--- src/rtl/exact_mult_slot_server.sv ---
// Shared exact-multiplier server for one PE triplet: drives the 3-phase slot
// counter and serves each PE's high-half multiply request only in its own slot.
module exact_mult_slot_server #(
  parameter int unsigned HALF_WIDTH = 4,
  parameter int unsigned PROD_WIDTH = 8
) (
  input  logic                      fast_clk,
  input  logic                      rst,
  input  logic                      en,
  output logic [1:0]                slot,
  input  logic [2:0]                req,
  input  logic [3*HALF_WIDTH-1:0]   aH_bus,
  input  logic [3*HALF_WIDTH-1:0]   bH_bus,
  output logic [3*PROD_WIDTH-1:0]   res_bus,
  output logic [2:0]                res_valid,
  output logic [2:0]                pending,
  output logic [2:0]                overrun
);

  localparam int unsigned NUM_PE = 3;

  logic [HALF_WIDTH-1:0]        a_reg [NUM_PE];
  logic [HALF_WIDTH-1:0]        b_reg [NUM_PE];
  logic [HALF_WIDTH-1:0]        a_cur [NUM_PE];
  logic [HALF_WIDTH-1:0]        b_cur [NUM_PE];
  logic [2:0]                   owner;
  logic                         serve;
  logic signed [HALF_WIDTH-1:0] op_a;
  logic signed [HALF_WIDTH-1:0] op_b;
  logic signed [PROD_WIDTH-1:0] prod;

  // A request on the serving edge bypasses the operand registers.
  always_comb begin
    for (int i = 0; i < NUM_PE; i++) begin
      a_cur[i] = req[i] ? aH_bus[i*HALF_WIDTH +: HALF_WIDTH] : a_reg[i];
      b_cur[i] = req[i] ? bH_bus[i*HALF_WIDTH +: HALF_WIDTH] : b_reg[i];
    end
  end

  // Slot-owner mux feeding the single shared multiplier.
  always_comb begin
    owner = 3'b000;
    op_a  = '0;
    op_b  = '0;
    case (slot)
      2'd1: begin owner = 3'b001; op_a = a_cur[0]; op_b = b_cur[0]; end
      2'd2: begin owner = 3'b010; op_a = a_cur[1]; op_b = b_cur[1]; end
      2'd3: begin owner = 3'b100; op_a = a_cur[2]; op_b = b_cur[2]; end
      default: ;
    endcase
    serve = en && (|(owner & (pending | req)));
    prod  = PROD_WIDTH'(op_a) * PROD_WIDTH'(op_b);
  end

  always_ff @(posedge fast_clk or posedge rst) begin
    if (rst) begin
      slot      <= 2'd0;
      res_bus   <= '0;
      res_valid <= 3'b000;
      pending   <= 3'b000;
      overrun   <= 3'b000;
      for (int i = 0; i < NUM_PE; i++) begin
        a_reg[i] <= '0;
        b_reg[i] <= '0;
      end
    end else begin
      // Slot 0 is only the post-reset phase; the cycle is 1,2,3.
      if (en) slot <= (slot == 2'd3) ? 2'd1 : slot + 2'd1;
      res_valid <= serve ? owner : 3'b000;
      for (int i = 0; i < NUM_PE; i++) begin
        if (req[i]) begin
          a_reg[i] <= aH_bus[i*HALF_WIDTH +: HALF_WIDTH];
          b_reg[i] <= bH_bus[i*HALF_WIDTH +: HALF_WIDTH];
        end
        if (serve && owner[i]) begin
          pending[i]                        <= 1'b0;
          res_bus[i*PROD_WIDTH +: PROD_WIDTH] <= prod;
        end else if (req[i]) begin
          pending[i] <= 1'b1;
          if (pending[i]) overrun[i] <= 1'b1;
        end
      end
    end
  end

endmodule
--- config.mk ---
export PLATFORM = sky130hd
export DESIGN_NAME = exact_mult_slot_server
export DESIGN_NICKNAME = d
export VERILOG_FILES = /design/src/rtl/exact_mult_slot_server.sv
export SDC_FILE = /design/constraint.sdc
export NUM_CORES = 1
export LEC_CHECK = 0
export CAP_MARGIN = 20
export CORE_MARGIN = 3
export CORE_UTILIZATION = 50
export DETAILED_ROUTE_END_ITERATION = 10
export PLACE_DENSITY = 0.81
export SLEW_MARGIN = 0
export SYNTH_ARGS = -nofsm -noshare
export SYNTH_HDL_FRONTEND = slang
export SYNTH_SLANG_ARGS = --single-unit
--- constraint.sdc ---
create_clock -name fast_clk -period 6.1 [get_ports fast_clk]
set_input_delay 1.83 -clock fast_clk [delete_from_list [all_inputs] [get_ports fast_clk]]
set_output_delay 1.83 -clock fast_clk [all_outputs]
set_load 0.02 [all_outputs]
### Word level (Yosys, flattened, before mapping)

Cells that the tools add are included.

* add/sub/neg operators: 1
* reduce and logical (&&, ||, !) cells: 11
* equality and inequality tests: 3
* mux-type cells: 17
* $mul: 1
* bitwise gates (word level): 5

Operator list (number)
* 4-bit 2-to-1 mux: 6
* 4-bit one-hot mux with 3 select lines: 2
* 3-bit one-hot mux with 3 select lines: 1
* 3-bit AND reduction: 3
* 4-bit by 4-bit multiplier with 8-bit output: 1
* 1-bit 2-to-1 mux: 6
* 2-bit nonzero test: 3
* 2-bit equality test (second input constant): 2
* 1-bit logical AND: 4
* 3-bit AND: 1
* 3-bit 2-to-1 mux: 1
* 1-bit NOT: 3
* 3-bit bitwise OR: 1
* 3-bit OR reduction: 1
* 2-bit by 1-bit adder with 2-bit output (second input constant): 1
* 2-bit by 1-bit equality test with 1-bit output (second input constant): 1
* 2-bit 2-to-1 mux: 1

* logic and storage cells: 55
* input bits: 30
* output and inout bits: 35
* register bits after elaboration: 59

### Logic depth before layout (Yosys ltp)

Gate-level depths: netlist (run 1).

* word-level depth: 8
* gate-level depth with buffers: 20
* gate-level depth less buffers: 19

### Least setup slack after synthesis (run 1)

Ideal clock, no wire load.

* path type: input to register
* start: input req[1]
* end: register res_bus[15]
* required time: 6.005 ns
* library setup time: 0.095 ns
* stages: 16
* setup slack: 0.277 ns
* arrival: 5.728 ns
* path through: buf_2 -> mux2_2 -> a222oi_1 -> or2_2 -> fa_1 -> fa_1 -> inv_1 -> fa_1 -> ha_1 -> inv_1 -> fa_1 -> nor2b_1 -> o21a_1 -> or3_1 -> and3_4 -> o31ai_1

RTL lines
* start: declaration: line 11 `input logic [2:0] req,`
* end signal: indexed assignment: line 77 `res_bus[i*PROD_WIDTH +: PROD_WIDTH] <= prod;`
* end: declaration: line 14 `output logic [3*PROD_WIDTH-1:0] res_bus,`

==> results.txt, run 1 <==
----------------------------------------------------
[Run status]
  Outcome ... finished, final reports clean

[Yosys]
  Most common cell in the synthesized netlist ... sky130_fd_sc_hd__dfrtp_1
  Share of the synthesized area in the top cell type ... 0.503
  Nets in the synthesized netlist ... 296
  Distinct cell type count after synthesis ... 32
  Synthesized instance count ... 240
  Top cell type by total area after synthesis ... sky130_fd_sc_hd__dfrtp_1
  Leading register cell type out of synthesis ... sky130_fd_sc_hd__dfrtp_1
  Share of flip-flops with an asynchronous set or reset ... 1.00
  Most used standard cells in the synthesized netlist ... 59 x sky130_fd_sc_hd__dfrtp_1, 37 x sky130_fd_sc_hd__mux2_2, 21 x sky130_fd_sc_hd__inv_1
  Register bit total from synthesis ... 59
  Synthesized cell area ... 2940 um^2
  Top area cells in the synthesized netlist ... sky130_fd_sc_hd__dfrtp_1 50%, sky130_fd_sc_hd__mux2_2 14%, sky130_fd_sc_hd__fa_1 6.8%, sky130_fd_sc_hd__ha_1 6.8%, sky130_fd_sc_hd__inv_1 2.7%
  Number of warnings reported in the yosys synthesis log ... 0
  Number of flops mapped to enable cells by yosys ... 0
  Mean instance size in the synthesized netlist ... approximately 12 um^2
  Sequential cell area fraction in the yosys report ... 0.503

[Global route]
  Wire length of the first global-routing pass ... 11100 um
  Layer carrying the most global-route usage ... met2
  Routing usage on met2 ... 0.366
  Vias in the first global route ... between 2000 and 2500
  Met1 Resource Use GR ... 0.271
  Largest net degree at the start of global routing ... 60
  Total global routing track utilization ... 0.221
  Grt ovf ... 0
  Global routing usage on met3 ... 0.0748
  Number of antenna violations at the first check in global routing ... 0

[Critical path]
  Setup Crit Path Kind ... input pin to register
  Endpoint class of the critical path ... register
  Register-to-register setup slack ... 1300 ps
  Cell type with the highest occurrence count on the critical path ... sky130_fd_sc_hd__fa_1
  Biggest fanout along the worst timing path ... 3
  CP peak stage delay ... ~520 ps
  Series of cell instances along the critical path ... clkdlybuf4s50_1 > mux2_4 > a222oi_1 > nor2_1 > nand4_1 > fa_1 > fa_1 > inv_2 > fa_1 > ha_2 > inv_2 > fa_2 > nor2b_1 > o21a_1 > or3_4 > and3_4 > o31ai_2
  Critical path's slowest cell ... sky130_fd_sc_hd__fa_1
  Worst reg2reg path startpoint ... slot[1]
  WP data arrival ... 6250 ps
  CP required ... about 6300 ps
  Kind of cell adding the most delay to the critical path ... adder cells
  Crit path buf inv count ... 3
  Critical path launch point type ... input pin
  Endpoint of the worst register-to-register path ... res_bus[23]
  Count of cells along the worst register-to-register path ... 17

[Layout]
  Max reg flops ... 24
  Nets ... 396
  Area used by sequential logic in the layout ... 1480 um^2
  Fill count ... about 400
  Area growth from synthesis to layout ... 41.4%
  Combined area of the multi-input logic cells ... 1390 um^2
  Fraction of layout instances using a drive strength above 1 ... 0.322
  Design area ... a little over 4000 um^2
  Final antenna diode count ... 0

[Place]
  Worst Setup Slack post-DPL ... -549 ps
  Number of buffers inserted by port buffering ... 64
  Half-perimeter wire length after placement ... 4940 um
  Placer congestion estimate ... 0.879
  Area of placed instances ... between 3000 and 4000 um^2

[Drt]
  First-pass iteration count of the detailed router ... 5
  DRC errors left ... 0
  Average vias per placed instance ... 5.16
  Detailed-route wire length ... 6930 um
  Count of vias placed by the detailed router ... 2153
  Wire length per cell ... 16.6 um
  Iter 0 DRT Violations ... 108
  Antenna-violating nets left ... 0

[CTS]
  Hold bufs inserted after CTS ... 0
  Clock latency reported for the late side of the worst-skew pair ... about 330 ps
  Buffer levels on the longest clock path ... 2
  Clock transition at path regs ... roughly 70 ps
  CTS tree ... done
  Number of sinks on the clock net ... between 50 and 60
  CTS root buffer ... sky130_fd_sc_hd__clkbuf_8
  Maximum level of the CTS H-tree ... 3
  Number of buffers created by CTS ... 9

[Min path]
  Worst hold start ... overrun[1]
  Sink of the worst hold path ... overrun[1]
  Min-delay worst type ... register to register
  Min-Delay Path Depth ... 1

[Die]
  I/O pin cnt ... 65
  Total Die Area ... 6830 um^2
  Initial core utilization ... 0.523
  Row count ... 27
  Total core area ... 5610 um^2
  Chip width ... just over 80 um
  Vertical die dimension ... 82.6 um

[STA]
  Max Clock Freq ... 166 MHz
  Total negative setup slack ... 0 ps
  Final number of max-transition violations ... 0
  Post-route clock skew ... 5.06 ps
  Crit path time final ... 6020 ps
  Max transition margin ... 0.529
  Least-Margin Pin Slew ... around 700 ps
  Count of endpoints failing hold in the final timing report ... 0
  Final setup viols ... 0
  Final worst-path cycle share ... 0.986
  Final worst setup slack ... 83.5 ps

[Pwr]
  Maximum VDD drop ... 0.000523 V
  Power density over cell area ... 587 nW/um^2
  Leakage power total ... slightly below 2 nW

[Flow run]
  Reported max-cap violation count ... 0

----------------------------------------------------
## final cells by class
type | count | share of cell area
sequential | 59 | 0.356
clock inverter | 3 | 0.0108
clock buffer | 13 | 0.0407
multi-input combinational | 150 | 0.335
tap | 72 | 0.0217
timing repair buffer | 98 | 0.216
inverter | 22 | 0.0199
## layout by cell type, fill, tap and decap left out, drive strengths merged
| cell | Yosys | routed |
|---|---|---|
| nor2b | 1 | 1 |
| a21oi | 3 | 3 |
| nand3 | 5 | 5 |
| and2 | 1 | 1 |
| o21a | 1 | 1 |
| or2 | 3 | 3 |
| xor2 | 1 | 1 |
| ha | 16 | 16 |
| clkbuf | 6 | 15 |
| nand2b | 1 | 1 |
| a31o | 4 | 4 |
| inv | 22 | 22 |
| clkdlybuf4s50 | 0 | 59 |
| a22oi | 1 | 1 |
| o31ai | 3 | 3 |
| or3 | 4 | 4 |
| mux2 | 39 | 39 |
| a21o | 1 | 1 |
| fa | 10 | 10 |
| nand4 | 1 | 1 |
| nand2 | 16 | 16 |
| xnor2 | 4 | 4 |
| o21ai | 11 | 11 |
| a222oi | 6 | 6 |
| nor3 | 1 | 1 |
| nor2 | 16 | 16 |
| dfrtp | 59 | 59 |
| and3 | 1 | 1 |
| bufinv | 0 | 1 |
| dlymetal6s2s | 0 | 3 |
| clkinvlp | 0 | 2 |
| buf | 3 | 34 |
## metrics by stage
step / hold WS (ps) / power [mW] / std cells / utilization
4_1_cts: 474 / 2.35 / 414 / 0.725
2_1_floorplan: 468 / 1.36 / 240 / -
6_report: 474 / 2.44 / 417 / 0.740
5_1_grt: 494 / 2.62 / 417 / 0.740
3_3_place_gp: 455 / 1.86 / 395 / 0.683
3_5_place_dp: 458 / 1.93 / 395 / 0.683
## power by group
group	total (mW)	switching, mW	internal (mW)
Combinational	1.50	0.771	0.730
Sequential	0.559	0.0608	0.498
Clock	0.376	0.154	0.222
Total	2.44	0.986	1.45
## worst register-to-register path: stages, from the launching register on
cell and delay [ps]:
sky130_fd_sc_hd__dfrtp_1 420, sky130_fd_sc_hd__inv_1 110, sky130_fd_sc_hd__ha_1 410, sky130_fd_sc_hd__a222oi_1 130
sky130_fd_sc_hd__buf_4 170, sky130_fd_sc_hd__or3_1 360, sky130_fd_sc_hd__fa_1 460, sky130_fd_sc_hd__fa_1 520
sky130_fd_sc_hd__inv_2 50, sky130_fd_sc_hd__fa_1 510, sky130_fd_sc_hd__ha_2 210, sky130_fd_sc_hd__inv_2 60
sky130_fd_sc_hd__fa_2 200, sky130_fd_sc_hd__nor2b_1 50, sky130_fd_sc_hd__o21a_1 200, sky130_fd_sc_hd__or3_4 420
sky130_fd_sc_hd__and3_4 220, sky130_fd_sc_hd__o31ai_2 210
## layer usage
| metal | up-vias | routed length [um] |
|---|---|---|
| li1 | 1023 | - |
| met1 | 1048 | 2980 |
| met2 | 74 | 3420 |
| met3 | 8 | 454 |
| met4 | 0 | 70 |
| met5 | - | 0 |
## logic make-up (layout without fill, tap and decap cells)
group           Yosys count  after routing  synth area share
compound gates           30             30            0.0716
xor+xnor                  5              5            0.0149
fa+ha+maj                26             26             0.136
buf+inv                  31            136            0.0431
flops                    59             59             0.503
mux                      39             39             0.152
simple gates             50             50            0.0789
## repair_timing
| action | 4_1_cts | 5_1_grt |
|---|---|---|
| pin swaps | 3 | 12 |
| buffers inserted | 3 | 3 |
| endpoints found under the setup margin | 3 | 5 |
| gates resized for setup | 2 | 24 |
## worst max path at each step
stage | startpoint | to | depth (start not counted) | slack (ps)
2_1_floorplan | req[1] | res_bus[15] | 16 | 280
3_3_place_gp | req[2] | res_bus[15] | 16 | -470
3_5_place_dp | req[2] | res_bus[7] | 16 | -550
4_1_cts | req[1] | res_bus[7] | 17 | 0.3
5_1_grt | bH_bus[7] | res_bus[23] | 17 | -60
6_report | bH_bus[7] | res_bus[23] | 17 | 80
No activity file was read; power rests on OpenSTA's default activity.
==> run 2, diff against run 1 <==
--- a/config.mk
+++ b/config.mk
@@ -6,5 +6,4 @@
 export NUM_CORES = 1
 export LEC_CHECK = 0
-export CAP_MARGIN = 20
 export CORE_MARGIN = 3
 export CORE_UTILIZATION = 50
==> constraint.sdc (replaced) <==
create_clock -name fast_clk -period 6.1 [get_ports fast_clk]
set_input_delay 1.22 -clock fast_clk [delete_from_list [all_inputs] [get_ports fast_clk]]
set_output_delay 1.22 -clock fast_clk [all_outputs]
set_load 0.02 [all_outputs]
==> run 2 against run 1 <==
  * Worst hold slack got worse by 4.4 ps
  * Clock power up 4%
  * Sequential power about the same
  * Global-route usage shrank 1.3 points
  * Utilization down 4.5 points
  * Largest power group unchanged
==> results.txt, run 2 (synthesis gave the netlist of run 1 again) <==
----------------------------------------------------
[Flow run]
  Reported max-cap violation count ... 0 (unchanged)

[STA]
  Unrepaired setup endpoints after global routing ... no
  Final setup viols ... 0 (unchanged)
  Final worst-path cycle share ... 0.951 (-0.0355)
  Least-Margin Pin Slew ... 710 ps (+2.74 ps)
  Final number of max-transition violations ... 0 (unchanged)
  Post-route clock skew ... 8.61 ps (+3.55 ps)
  Max transition margin ... 0.527 (-0.00183)
  Crit path time final ... 5800 ps (-216 ps)
  Count of endpoints failing hold in the final timing report ... 0 (unchanged)
  Post-Route Hold Slack ... 469 ps (-4.44 ps)
  Final worst setup slack ... 300 ps (+216 ps)
  Max Clock Freq ... 172 MHz (+3.7%)

[Drt]
  Iter 0 DRT Violations ... 73 (-32%)
  Detailed-route wire length ... 6320 um (-8.8%)
  First-pass iteration count of the detailed router ... 4 (-1)
  Count of vias placed by the detailed router ... 2093 (-2.8%)
  Wire length per cell ... 16.2 um (-2.7%)
  Antenna-violating nets left ... 0 (unchanged)
  Average vias per placed instance ... 5.35 (+3.7%)
  DRC errors left ... 0 (unchanged)

[CTS]
  Clock transition at path regs ... 60 ps (about the same)
  Post-CTS Setup Repair Bufs ... 0 (-3)
  Hold bufs inserted after CTS ... 0 (unchanged)
  Maximum level of the CTS H-tree ... 3 (unchanged)
  Number of sinks on the clock net ... 59 (unchanged)
  CTS tree ... done
  Buffer levels on the longest clock path ... 2 (unchanged)
  Number of buffers created by CTS ... 9 (unchanged)
  CTS root buffer ... sky130_fd_sc_hd__clkbuf_8
  PostCTS Resize Cnt ... 0 (-2)
  Clock latency reported for the late side of the worst-skew pair ... 340 ps (about the same)

[Place]
  Number of buffers inserted by port buffering ... 64 (unchanged)
  Half-perimeter wire length after placement ... 4740 um (-3.9%)
  Worst Setup Slack post-DPL ... -46.7 ps (+503 ps)
  Placer congestion estimate ... 0.916 (+4.2%)
  Placed Instances ... 375 (-5.1%)

[Layout]
  Core utilization of the finished layout ... 0.696 (-0.0446)
  Area growth from synthesis to layout ... 32.9%
  Final antenna diode count ... 0 (unchanged)
  Fraction of layout instances using a drive strength above 1 ... 0.226 (-0.0960)
  Final cell count without fillers ... 391 (-6.2%)
  Nets ... 370 (-6.6%)
  Max reg flops ... 24 (unchanged)
  Most common cell after layout, fill and taps aside ... sky130_fd_sc_hd__clkdlybuf4s50_1
  Top library cells by usage in the layout, fill and taps aside ... 64 x sky130_fd_sc_hd__clkdlybuf4s50_1, 59 x sky130_fd_sc_hd__dfrtp_1, 37 x sky130_fd_sc_hd__mux2_2

[Min path]
  Min-delay worst type ... register to register
  Sink of the worst hold path ... overrun[1]
  Worst hold start ... overrun[1]
  Min-Delay Path Depth ... 1 (unchanged)

[Critical path]
  WP data arrival ... 6000 ps (-250 ps)
  Biggest fanout along the worst timing path ... 11 (+8)
  CP required ... 6300 ps (-40 ps)
  Critical path launch point type ... input pin
  Count of cells along the worst register-to-register path ... 16 (-1)
  Register-to-register setup slack ... 1490 ps (+190 ps)
  Endpoint of the worst register-to-register path ... res_bus[15]
  Worst reg2reg path startpoint ... slot[1]
  Endpoint class of the critical path ... register
  Setup Crit Path Kind ... input pin to register

[Die]
  Total Die Area ... 6830 um^2 (unchanged)
  Initial core utilization ... 0.523 (unchanged)
  Total core area ... 5610 um^2 (unchanged)
  I/O pin cnt ... 65 (unchanged)
  Chip width ... 82.6 um (unchanged)
  Vertical die dimension ... 82.6 um (unchanged)
  Row count ... 27 (unchanged)

[Pwr]
  Maximum VDD drop ... 0.000434 V (-17%)
  Leakage power total ... 1.78 nW (-8.3%)
  Power density over cell area ... 557 nW/um^2 (-5.1%)
  Total power of the final layout ... 2.17 mW (-11%)

[Global route]
  Wire length of the first global-routing pass ... 10500 um (-5.6%)
  Vias in the first global route ... 2251 (-6.1%)
  Total global routing track utilization ... 0.208 (-0.0128)
  Number of antenna violations at the first check in global routing ... 0 (unchanged)
  Grt ovf ... 0 (unchanged)
  Largest net degree at the start of global routing ... 60 (unchanged)

[Run status]
  Outcome ... finished, final reports clean

----------------------------------------------------
-- run 2: cell types whose count changed in the layout (fill, tap and decap cells not counted), sizes merged --
| cell | delta |
|---|---|
| buf | -26 |
| clkdlybuf4s50 | +5 |
| clkinv | +2 |
| bufinv | +1 |
| clkinvlp | -2 |
| clkbuf | -3 |
| dlymetal6s2s | -3 |
-- run 2: routing by layer --
layer,up-vias,wire length [um],share of wire,GRT usage
li1,971,-,-,-
met1,1040,2750,0.44,0.257
met2,70,2950,0.47,0.336
met3,12,479,0.076,0.0553
met4,0,135,0.021,0.108
met5,-,0,0,0
-- run 2: worst max path at each step --
stage | depth (start not counted) | startpoint | to
2_1_floorplan | 16 | req[1] | res_bus[15]
3_3_place_gp | 16 | req[1] | res_bus[15]
3_5_place_dp | 16 | req[1] | res_bus[23]
4_1_cts | 16 | req[1] | res_bus[15]
5_1_grt | 16 | req[1] | res_bus[7]
6_report | 16 | req[1] | res_bus[15]
-- run 2: area by class of cell --
cell class              count  area [um^2]
fillers                   423         1710
flip-flops and latches     59         1480
multi-input cells         150         1330
repair buffers             72          701
clock buffers              12          145
well taps                  72         90.1
inverters                  22         82.6
clock inverters             4         73.8
-- run 2: per-stage QoR --
| stage | instance area (um^2) | setup TNS, ps |
|---|---|---|
| floorplan | 2940 | 0 |
| detailed placement | 3680 | -130 |
| global placement | 3680 | 0 |
| global route | 3900 | 0 |
| CTS | 3900 | 0 |
| finish | 3900 | 0 |
-- run 2: critical path, cell delays in order --
cell and delay (ps):
sky130_fd_sc_hd__clkdlybuf4s50_1 800, sky130_fd_sc_hd__mux2_2 410, sky130_fd_sc_hd__a222oi_1 490, sky130_fd_sc_hd__or3_1 210, sky130_fd_sc_hd__fa_1 430, sky130_fd_sc_hd__fa_1 520, sky130_fd_sc_hd__inv_1 50, sky130_fd_sc_hd__fa_1 460
sky130_fd_sc_hd__ha_1 230, sky130_fd_sc_hd__inv_1 70, sky130_fd_sc_hd__fa_1 200, sky130_fd_sc_hd__nor2b_1 60, sky130_fd_sc_hd__o21a_1 170, sky130_fd_sc_hd__or3_1 330, sky130_fd_sc_hd__a21oi_1 260, sky130_fd_sc_hd__o31ai_1 110
-- run 2: power breakdown --
part | total, mW | switching [mW] | internal, mW
Combinational | 1.22 | 0.661 | 0.561
Sequential | 0.560 | 0.0620 | 0.498
Clock | 0.391 | 0.150 | 0.241
Total | 2.17 | 0.872 | 1.30
